`src/rtl/tap_mac8.sv`:
```
`default_nettype none
// ============================================================================
// Module      : tap_mac8
// Description : Sequential 8-tap signed dot product (one MAC per cycle) over a
//               snapshot of an upstream shift register, with a writable
//               coefficient bank. Optional output saturation: TAP_MAC8_SAT_EN.
// Revision    : 1.0 - initial release
// ============================================================================
module tap_mac8 (
    input  logic               Clock,
    input  logic               Reset,
    input  logic signed [15:0] A,
    input  logic signed [15:0] B,
    input  logic signed [15:0] C,
    input  logic signed [15:0] D,
    input  logic signed [15:0] E,
    input  logic signed [15:0] F,
    input  logic signed [15:0] G,
    input  logic signed [15:0] H,
    input  logic               Start,
    input  logic               Coef_we,
    input  logic [2:0]         Coef_addr,
    input  logic signed [15:0] Coef_din,
    output logic signed [31:0] Y,
    output logic               Valid,
    output logic               Busy,
    output logic               Ovf
);

    typedef enum logic [1:0] {
        S_IDLE = 2'd0,
        S_MAC  = 2'd1,
        S_DONE = 2'd2
    } state_t;

    localparam logic [31:0] c_y_max = 32'h7FFF_FFFF;
    localparam logic [31:0] c_y_min = 32'h8000_0000;

    state_t             r_state;
    state_t             w_state_next;
    logic signed [15:0] r_tap  [8];
    logic signed [15:0] r_coef [8];
    logic signed [34:0] r_acc;
    logic [2:0]         r_idx;

    logic               w_start_ok;
    logic               w_last;
    logic signed [31:0] w_prod;
    logic signed [34:0] w_acc_next;
    logic [31:0]        w_y;
    logic               w_ovf;

    assign Busy       = (r_state == S_MAC);
    assign w_start_ok = Start && (r_state != S_MAC);
    assign w_last     = (r_state == S_MAC) && (r_idx == 3'd7);

    assign w_prod     = 32'(r_tap[r_idx]) * 32'(r_coef[r_idx]);
    assign w_acc_next = r_acc + 35'(w_prod);

`ifdef TAP_MAC8_SAT_EN
    // The result fits in 32 bits only when bits 34..31 are all equal.
    always_comb begin
        w_y   = w_acc_next[31:0];
        w_ovf = 1'b0;
        if (!((w_acc_next[34:31] == 4'b0000) || (w_acc_next[34:31] == 4'b1111))) begin
            w_ovf = 1'b1;
            w_y   = w_acc_next[34] ? c_y_min : c_y_max;
        end
    end
`else
    assign w_y   = w_acc_next[31:0];
    assign w_ovf = 1'b0;
`endif

    always_ff @(posedge Clock) begin
        if (Reset) begin
            r_state <= S_IDLE;
        end else begin
            r_state <= w_state_next;
        end
    end

    always_comb begin
        w_state_next = r_state;
        case (r_state)
            S_IDLE:  if (Start) w_state_next = S_MAC;
            S_MAC:   if (r_idx == 3'd7) w_state_next = S_DONE;
            S_DONE:  w_state_next = Start ? S_MAC : S_IDLE;
            default: w_state_next = S_IDLE;
        endcase
    end

    always_ff @(posedge Clock) begin
        if (Reset) begin
            r_acc <= '0;
            r_idx <= '0;
            Y     <= '0;
            Valid <= 1'b0;
            Ovf   <= 1'b0;
            for (int i = 0; i < 8; i++) begin
                r_tap[i]  <= '0;
                r_coef[i] <= '0;
            end
        end else begin
            Valid <= w_last;
            // Writes landing on the Start edge are visible to the first MAC step.
            if (Coef_we && !Busy) begin
                r_coef[Coef_addr] <= Coef_din;
            end
            if (w_start_ok) begin
                r_tap[0] <= A;
                r_tap[1] <= B;
                r_tap[2] <= C;
                r_tap[3] <= D;
                r_tap[4] <= E;
                r_tap[5] <= F;
                r_tap[6] <= G;
                r_tap[7] <= H;
                r_acc    <= '0;
                r_idx    <= '0;
            end else if (r_state == S_MAC) begin
                r_acc <= w_acc_next;
                r_idx <= r_idx + 3'd1;
                if (w_last) begin
                    Y   <= w_y;
                    Ovf <= w_ovf;
                end
            end
        end
    end

endmodule
`default_nettype wire

```
`config.mk`:
```
export PLATFORM = sky130hd
export DESIGN_NAME = tap_mac8
export DESIGN_NICKNAME = d
export VERILOG_FILES = /design/src/rtl/tap_mac8.sv
export SDC_FILE = /design/constraint.sdc
export NUM_CORES = 1
export LEC_CHECK = 0
export BUFFER_PORTS_ARGS = -buffer_cell sky130_fd_sc_hd__buf_2
export CORE_AREA = 4 4 215 217
export CTS_BUF_LIST = sky130_fd_sc_hd__clkbuf_8
export DETAILED_ROUTE_END_ITERATION = 7
export DIE_AREA = 0 0 219 221
export PLACE_DENSITY = 0.82
export RECOVER_POWER = 100
export REMOVE_ABC_BUFFERS = 1
export SETUP_SLACK_MARGIN = 0.05
export SLEW_MARGIN = 20
export SYNTH_ARGS = -nofsm -noshare
export SYNTH_HDL_FRONTEND = slang
export SYNTH_SLANG_ARGS = --single-unit
```
`constraint.sdc`:
```
create_clock -name Clock -period 15.1 [get_ports Clock]
set_clock_uncertainty 0.15 [all_clocks]
set_input_delay 0 -clock Clock [delete_from_list [all_inputs] [get_ports Clock]]
set_output_delay 0 -clock Clock [all_outputs]
set_load 0.03 [all_outputs]
```
Yosys cells after proc, flatten, opt, wreduce, memory -nomap -nowiden
Memory sizes are Yosys's and may differ from the RTL's. A register that Yosys moved wholly into a read port is not among the register bits.
Index checks and enable logic that the tools add are counted.
{ "totals": {"reg_bits": 73, "mem_bits_rw": 256, "inputBits": 151, "out_inout_bits": 35, "wordCells": 61, "mem_count": 2} }
{ "memory_table": {"columns": ["memory", "depth", "word_bits", "rd", "rd_clocked_by_memory_dff", "write_ports", "line_no", "text"], "rows": [
  ["r_coef", 8, 16, 1, 1, 8, "42", "logic signed [15:0] r_coef [8];"],
  ["r_tap", 8, 16, 1, 1, 8, "41", "logic signed [15:0] r_tap [8];"]
]} }
{ "classes": {"n_addsub": 2, "mul": 1, "n_eq_ne": 6, "mux": 27, "n_bitwise": 9, "reduce_logical": 9} }
{ "ops": {"columns": ["operator", "n"], "rows": [
  ["$mux 16", 9],
  ["$add 35x32->35", 1],
  ["$mul 16x16->32", 1],
  ["$reduce_or 16->1", 1],
  ["$mux 3", 5],
  ["$mux 1", 10],
  ["$or 1x1->1", 8],
  ["$pmux 2 s3", 1],
  ["$mux 2", 2],
  ["$ne 2x1->1 const B", 2],
  ["$add 3x1->3 const B", 1],
  ["$eq 3x3->1 const B", 1],
  ["$logic_and 1x1->1", 3],
  ["$reduce_and 3->1", 1],
  ["$eq 2x1->1 const B", 1],
  ["$eq 2x2->1 const B", 1],
  ["$logic_not 2->1", 1],
  ["$ne 2x2->1 const B", 1],
  ["$reduce_and 2->1", 1],
  ["$reduce_or 2->1", 1],
  ["$logic_not 1->1", 1],
  ["$not 1->1", 1]
]} }

Depth between registers and ports, before layout
Gate-level depths: netlist (run 1).
{ "logic_depth": {"ltp_word": 8, "ltp_mapped": 29, "mapped_depth_nobuf": 26} }

Worst setup path before layout (run 1)
OpenSTA, ideal clock, no wires.
{ "synth_timing": {"path_type": "register to register", "start": "register with a tool-made name", "end": "register Y[30]", "setup_time_ps": 75, "arrival_ps": 7322, "slack_ps": 7554, "path_stages_with_launch": 26, "n_path_buf": 3, "cell_sequence": "dfxtp_1 -> buf_2 -> buf_2 -> buf_2 -> mux4_2 -> mux2i_1 -> nor2_1 -> fa_1 -> inv_1 -> fa_1 -> fa_1 -> inv_1 -> fa_1 -> fa_1 -> inv_1 -> fa_1 -> inv_1 -> ha_1 -> a21o_1 -> a21o_2 -> a2111oi_4 -> o21ai_2 -> and3_1 -> o31a_1 -> or3_1 -> a31oi_1"} }
{ "synth_rtl": {"columns": ["item", "line_no", "text"], "rows": [
  ["to (signal assigned)", "125", "Y <= w_y;"],
  ["to (decl)", "24", "output logic signed [31:0] Y,"]
]} }

==> results.md, run 1 <==
- Netlist Area Pre-Place: approximately 25000 um^2
- Hold WC Path Type: in -> reg
- Req. time, crit path: about 15 ns
- Area share of the largest cell type after synthesis: 0.3134
- Leak pwr: 12.95 nW
- Largest cells by area after synthesis: edfxtp_1 31%, fa_1 24%, dfxtp_1 6.0%, mux4_2 5.9%, ha_1 5.1%
- Reg2Reg Setup Slack: approximately 4 ns
- Pint: between 2 and 3 mW
- Dpl hpwl: 45.19 mm
- Met2 routed WL: about 34 mm
- Drt total wl: roughly 70 mm
- Pin count of the biggest net entering global routing: 98
- Routability cong.: slightly above 1
- Port Buffers: roughly 180
- Synth cell types: 58
- Seq/Total Area, Yosys: 0.3730
- Fraction of registers with async set or reset after synthesis: 0
- Total CTS buffers: 52
- Switching share of power: 0.4408
- Crit path capture: Y[30]
- Worst-path fanout max: 44
- Post-cts hold buffer count: around 170
- RSZ-0062 raised after global routing: no
- Root Buffer: clkbuf_8
- DR vias: between 15000 and 20000
- Relative slew slack: -2.053
- Critical path class: reg -> reg
- Vias in the first global route: ~19000
- Most frequent cell after synthesis: inv_1
- Die X: approximately 220 um
- DRC errors left: 0
- Psw: slightly above 2 mW
- TritonRoute pass-1 iters: 6
- Row cnt: between 70 and 80
- Period utilization: 0.7360
- Clock Latency Late Sink: about 0.65 ns
- Hold Slack: ~0.048 ns
- DR top layer: met4
- Place WS: approximately 6.2 ns
- Post-Syn Instances: about 2100
- Non-Filler Instances: approximately 3100
- Post-layout net count: 3029
- Starting Density: 0.5559
- Slowest cell on crit path: clkbuf_1
- Violations in the final reports: capacitance limit, slew limit
- Status: finished, violations left
- IO Pins: approximately 190
- Clk network pwr share: 0.168
- Post-cts resize count: 0
- Max stage delay on crit path: approximately 2.6 ns
- CTS clock-pin slew for the worst setup and hold paths: around 0.070 ns
- Peak Freq: between 80 and 90 MHz
- Most frequent CP cell: fa_1
- Worst R2R End: Y[30]
- Setup WS post-layout: 3.987 ns
- Die span in y: between 200 and 250 um
- Share of post-route cells with drive strength above 1: 0.1321
- Crit path time final: between 10 and 15 ns
- WL/cell: about 22 um
- Critical Path End Type: register
- Worst slew pin tran: 4.579 ns
- Comb power frac: 0.596
- Pins Over Slew Limit: 530
- Hold Crit Depth: 3
- Post-CTS setup buffer count: 0
- Critical-path cell list: clkbuf_1 -> mux4_2 -> mux2i_2 -> inv_1 -> nand2_1 -> fa_1 -> fa_1 -> inv_1 -> fa_1 -> fa_1 -> fa_1 -> inv_1 -> fa_1 -> inv_1 -> ha_1 -> or2_2 -> a2111oi_0 -> o21ai_0 -> and3_1 -> o31a_1 -> or3_1 -> a31oi_1
- CTS Sinks: around 330
- Flop pwr share: 0.236
- Stages on worst setup path: 22
- WL met1: 25.43 mm
- First-pass GRT wire length: between 100 and 150 mm
- Iteration-0 DRC Markers: between 1500 and 2000
- Worst EP arrival: ~11 ns
- CTS tree: yes
- Worst Reg2Reg Path Length in Cells: 22
- Die area: between 40000 and 50000 um^2
- Synth cell count leaders: 324 x inv_1, 292 x fa_1, 256 x edfxtp_1, 212 x nand2_1, 160 x nor2_1
- GR Overflow Total: 0
- CP top delay family: buffers and inverters
- DR vias/cell: 5.678
- Fin. Hold Viols: 0
- H-tree level count: 2
- Core Box Area: between 40000 and 50000 um^2
- Total GRT Usage: 0.2935
- Area grow syn2layout: 16.85%
- Bufs on Longest Clock Path: 3
- Met3 Wirelength: 6.167 mm
- Yosys warnings: 0
- Initial antenna violation count: 2
- Peak VDD IR: roughly 0.00015 V
- Post-Place Cells: around 2900
- Main synth FF type: edfxtp_1
- Post-DRT Antenna Nets: 0
- # setup viols final: 0
- Synthesized flop and latch total: between 300 and 400
- Mean Syn Cell Area: between 10 and 15 um^2
- Power per standard cell area: about 160 nW/um^2
- Number of synthesized flops with an enable pin: 256
- Startpoint Class: register
- Setup TNS Final: 0 ns
- Max_cap viols: 12
- Synth area leader: edfxtp_1
- Worst path buffer plus inverter count: 5
[registers in the layout, indices dropped and copies added (netlist names), named ones only]
signal,flops
r_state,2
Y,32
r_coef,128
r_acc,32
Valid,1
r_idx,3
r_tap,128
[power by group through the flow]
stage / logic (mW) / clock network (mW) / registers (mW)
after global routing: 3.07 / 0.815 / 1.08
after detailed placement: 2.69 / 0 / 1.09
after floorplan: 2.08 / 0 / 1.08
after global placement: 2.57 / 0 / 1.08
final: 2.73 / 0.768 / 1.08
after CTS: 2.74 / 0.755 / 1.07
[metal layers]
| layer | up-vias | track usage |
|---|---|---|
| met1 | 8804 | 0.3606 |
| met4 | 0 | 0.1464 |
| met2 | 980 | 0.4877 |
| met3 | 255 | 0.06927 |
| li1 | 7687 | - |
| met5 | - | 0 |
[worst register-to-register path: stages (launching register included)]
cell and delay, ns:
dfxtp_4 0.61, clkbuf_1 2.65, mux4_2 0.80, mux2i_2 0.88
inv_1 0.21, nand2_1 0.14, fa_1 0.45, fa_1 0.49
inv_1 0.29, fa_1 0.52, fa_1 0.51, fa_1 0.49
inv_1 0.05, fa_1 0.48, inv_1 0.04, ha_1 0.23
or2_2 0.33, a2111oi_0 0.35, o21ai_0 0.24, and3_1 0.23
o31a_1 0.32, or3_1 0.36, a31oi_1 0.16
[area by class of cell]
type	instances	area, um^2
Timing Repair Buffer	385	2756
Antenna cell	2	5.005
Clock buffer	58	798.3
Tap cell	592	740.7
Clock inverter	38	207.7
Sequential cell	329	9155
Inverter	325	1221
Fill cell	3268	15460
Multi-Input combinational cell	1393	13780
[logic make-up (layout without fill, tap and decap cells)]
group	Yosys count	after routing	share of synthesized area
fa+ha+maj	392	392	0.2893
other cells	1	3	0.0001529
mux	112	112	0.07953
buf+inv	420	806	0.06489
compound gates	139	139	0.03551
xor+xnor	38	38	0.01357
simple gates	711	711	0.1440
flops	329	329	0.3730
[cells in the final DEF (no fill, tap or decap), drive strengths merged, types with 25 or more instances in the layout]
cell	instances
a21oi	67
and2	135
and3	101
buf	162
clkbuf	109
dfxtp	73
dlygate4sd3	172
edfxtp	256
fa	292
ha	100
inv	343
mux2i	25
mux4	64
nand2	212
nor2	160
nor2b	38
[worst min path at each step]
stage,slack [ns],end,from
2_1_floorplan,-0.09,Y[31],Reset
3_3_place_gp,0.15,r_tap[6][15],G[15]
3_5_place_dp,0.15,r_tap[7][8],H[8]
4_1_cts,0.003,r_coef[3][3],Coef_addr[0]
5_1_grt,0.03,r_tap[6][8],G[8]
6_report,0.05,r_tap[1][2],B[2]
[stage by stage]
stage	total power, mW	area, um^2	util
after global placement	3.657	26070	0.5908
final	4.570	28660	0.6495
after CTS	4.561	28800	0.6527
after global routing	4.964	28660	0.6495
after detailed placement	3.778	26070	0.5909
after floorplan	3.163	24160	-
No activity file was read; power rests on OpenSTA's default activity.
==> inputs of run 2 (changes only) <==
clock period = 11.1 ns   (was 15.1 ns; I/O delays follow)
==> results.md, run 2 (synthesis gave the netlist of run 1 again) <==
- RSZ-0062 raised after global routing: no
- Total CTS buffers: 52 (unchanged)
- Leak pwr: 13.03 nW (+0.61%)
- Total GRT Usage: 0.2848 (-0.008754)
- Post-DP Area: 26080 um^2 (about the same)
- DRC errors left: 0 (unchanged)
- Setup WS post-layout: 1.722 ns (-2.265 ns)
- Worst R2R End: Y[30]
- Worst slew pin tran: 3.891 ns (-0.6879 ns)
- Clock Latency Late Sink: 0.67 ns (+0.02 ns)
- Fin. Hold Viols: 0 (unchanged)
- Final Instance Area: 28840 um^2 (+0.62%)
- Post-layout net count: 3044 (+0.50%)
- Crit path time final: 9.378 ns (-1.735 ns)
- Commonest non-fill, non-tap cells in the layout: 336 x inv_1, 292 x fa_1, 256 x edfxtp_1, 212 x nand2_1, 187 x dlygate4sd3_1
- Hold Crit Depth: 3 (unchanged)
- Initial antenna violation count: 4 (+2)
- Fill cells: 3200 (-2.1%)
- Bufs on Longest Clock Path: 3 (unchanged)
- Slowest cell on crit path: dfxtp_4
- Fin util: 0.6536 (+0.004055)
- First-pass GRT wire length: 107.3 mm (-2.1%)
- CTS clock-pin slew for the worst setup and hold paths: 0.08 ns (about the same)
- Reg2Reg Setup Slack: 1.72 ns (-2.27 ns)
- Die span in y: 221 um (unchanged)
- Hold Slack: 0.04269 ns (-0.005331 ns)
- WL/cell: 21.59 um (-3.2%)
- TritonRoute pass-1 iters: 7 (+1)
- Worst EP arrival: 9.75 ns (-1.73 ns)
- Place WS: 2.245 ns (-3.926 ns)
- WHS Endpoint: r_tap[2][1]
- Startpoint Class: register
- Post-Place Cells: 2852 (unchanged)
- Die area: 48400 um^2 (unchanged)
- HP Start: C[1]
- Biggest regs: r_coef x128, r_tap x128
- Relative slew slack: -1.594 (+0.4586)
- Status: finished, violations left
- Peak Freq: 106.6 MHz (+18%)
- Setup TNS Final: 0 ns (unchanged)
- Row cnt: 77 (unchanged)
- Max_cap viols: 10 (-2)
- Iteration-0 DRC Markers: 1367 (-9.4%)
- Post-DRT Antenna Nets: 0 (unchanged)
- Drt total wl: 67.77 mm (-2.7%)
- Starting Density: 0.5559 (unchanged)
- DR vias: 17654 (-0.41%)
- Die X: 219 um (unchanged)
- Stages on worst setup path: 23 (+4.5%)
- Violations in the final reports: capacitance limit, slew limit
- Vias in the first global route: 19446 (+0.57%)
- H-tree level count: 2 (unchanged)
- CP top delay family: adder cells
- Routability cong.: 0.9692 (-6.1%)
- CTS tree: yes
- Worst Reg2Reg Path Length in Cells: 23 (+4.5%)
- Power per standard cell area: 214.7 nW/um^2 (+35%)
- Dpl hpwl: 44.85 mm (-0.75%)
- Total power: 6.191 mW (+35%)
- Max stage delay on crit path: 0.94 ns (-1.70 ns)
- Critical Path End Type: register
- Period utilization: 0.8449 (+0.1089)
- Pins Over Slew Limit: 450 (-15%)
- Root Buffer: clkbuf_8
- Non-Filler Instances: 3139 (+0.54%)
- Pin count of the biggest net entering global routing: 100 (+2.0%)
- Critical-path cell list: buf_4 -> mux4_2 -> mux2i_1 -> nor2_1 -> fa_1 -> inv_1 -> fa_1 -> fa_1 -> inv_1 -> fa_1 -> fa_1 -> inv_1 -> fa_1 -> inv_1 -> ha_1 -> a21o_1 -> a21o_2 -> a2111oi_0 -> o21ai_0 -> and3_1 -> o31a_1 -> or3_1 -> a31oi_1
- Post-cts resize count: 0 (unchanged)
- Port Buffers: 184 (unchanged)
- Core Box Area: 44120 um^2 (unchanged)
- Hold WC Path Type: in -> reg
- Peak VDD IR: 0.0001788 V (+20%)
- Share of post-route cells with drive strength above 1: 0.1333 (+0.001187)
- Worst-path fanout max: 45 (+2.3%)
- Area grow syn2layout: 17.58%
- Most frequent CP cell: fa_1
- Most common cell after layout, fill and taps aside: inv_1
- GR Overflow Total: 0 (unchanged)
- Critical path class: reg -> reg
- IO Pins: 186 (unchanged)
- Req. time, crit path: 11.47 ns (-3.99 ns)
- CTS Sinks: 329 (unchanged)
- Worst path buffer plus inverter count: 5 (unchanged)
- # setup viols final: 0 (unchanged)
- DR vias/cell: 5.624 (-0.95%)
==> run 2: cell count changes in the layout (fill, tap and decap cells not counted), moves of 4 or more <==
cell           change
and2_0            -15
and2_1            +15
dlygate4sd3_1     +15
inv_1              -6
clkbuf_1           -5
clkbuf_8           -4
==> run 2: power by group <==
part | switching (mW) | internal (mW)
registers | 0.0468 | 1.42
clock network | 0.523 | 0.526
logic | 2.16 | 1.52
total | 2.73 | 3.46
==> run 2: per-layer routing <==
metal / global-route usage / share of wire
met5: 0 / 0.00019
met4: 0.1305 / 0.051
met3: 0.06365 / 0.085
met2: 0.4733 / 0.49
met1: 0.3576 / 0.37
==> run 2: layout make-up <==
| cell class | instances | area, um^2 | area share |
|---|---|---|---|
| inverter | 325 | 1221 | 0.04234 |
| multi-input combinational | 1393 | 13760 | 0.4771 |
| clock buffer | 54 | 743.2 | 0.02577 |
| antenna | 4 | 10.01 | 0.0003471 |
| tap | 592 | 740.7 | 0.02568 |
| timing repair buffer | 400 | 2935 | 0.1018 |
| clock inverter | 42 | 274.0 | 0.009502 |
| sequential | 329 | 9155 | 0.3175 |
==> run 2: repair_timing <==
| item | 4_1_cts | 5_1_grt |
|---|---|---|
| hold buffers | 187 | 0 |
| endpoints found under the hold margin | 259 | 0 |
| setup buffers | 0 | 0 |
==> run 2: worst register-to-register path: stages, from the launching register on <==
cell	delay, ns
dfxtp_4	0.94
buf_4	0.54
mux4_2	0.62
mux2i_1	0.87
nor2_1	0.18
fa_1	0.56
inv_1	0.05
fa_1	0.52
fa_1	0.59
inv_1	0.07
fa_1	0.45
fa_1	0.52
inv_1	0.05
fa_1	0.47
inv_1	0.04
ha_1	0.34
a21o_1	0.22
a21o_2	0.23
a2111oi_0	0.43
o21ai_0	0.30
and3_1	0.25
o31a_1	0.32
or3_1	0.36
a31oi_1	0.18
==> run 2: how the worst max path moves through the flow <==
stage,startpoint,endpoint,slack [ns]
after floorplan,register,Y[31],1.39
after global placement,register,Y[31],2.34
after detailed placement,register,Y[30],2.24
after CTS,register,Y[30],2.23
after global routing,register,Y[30],1.25
final,register,Y[30],1.72
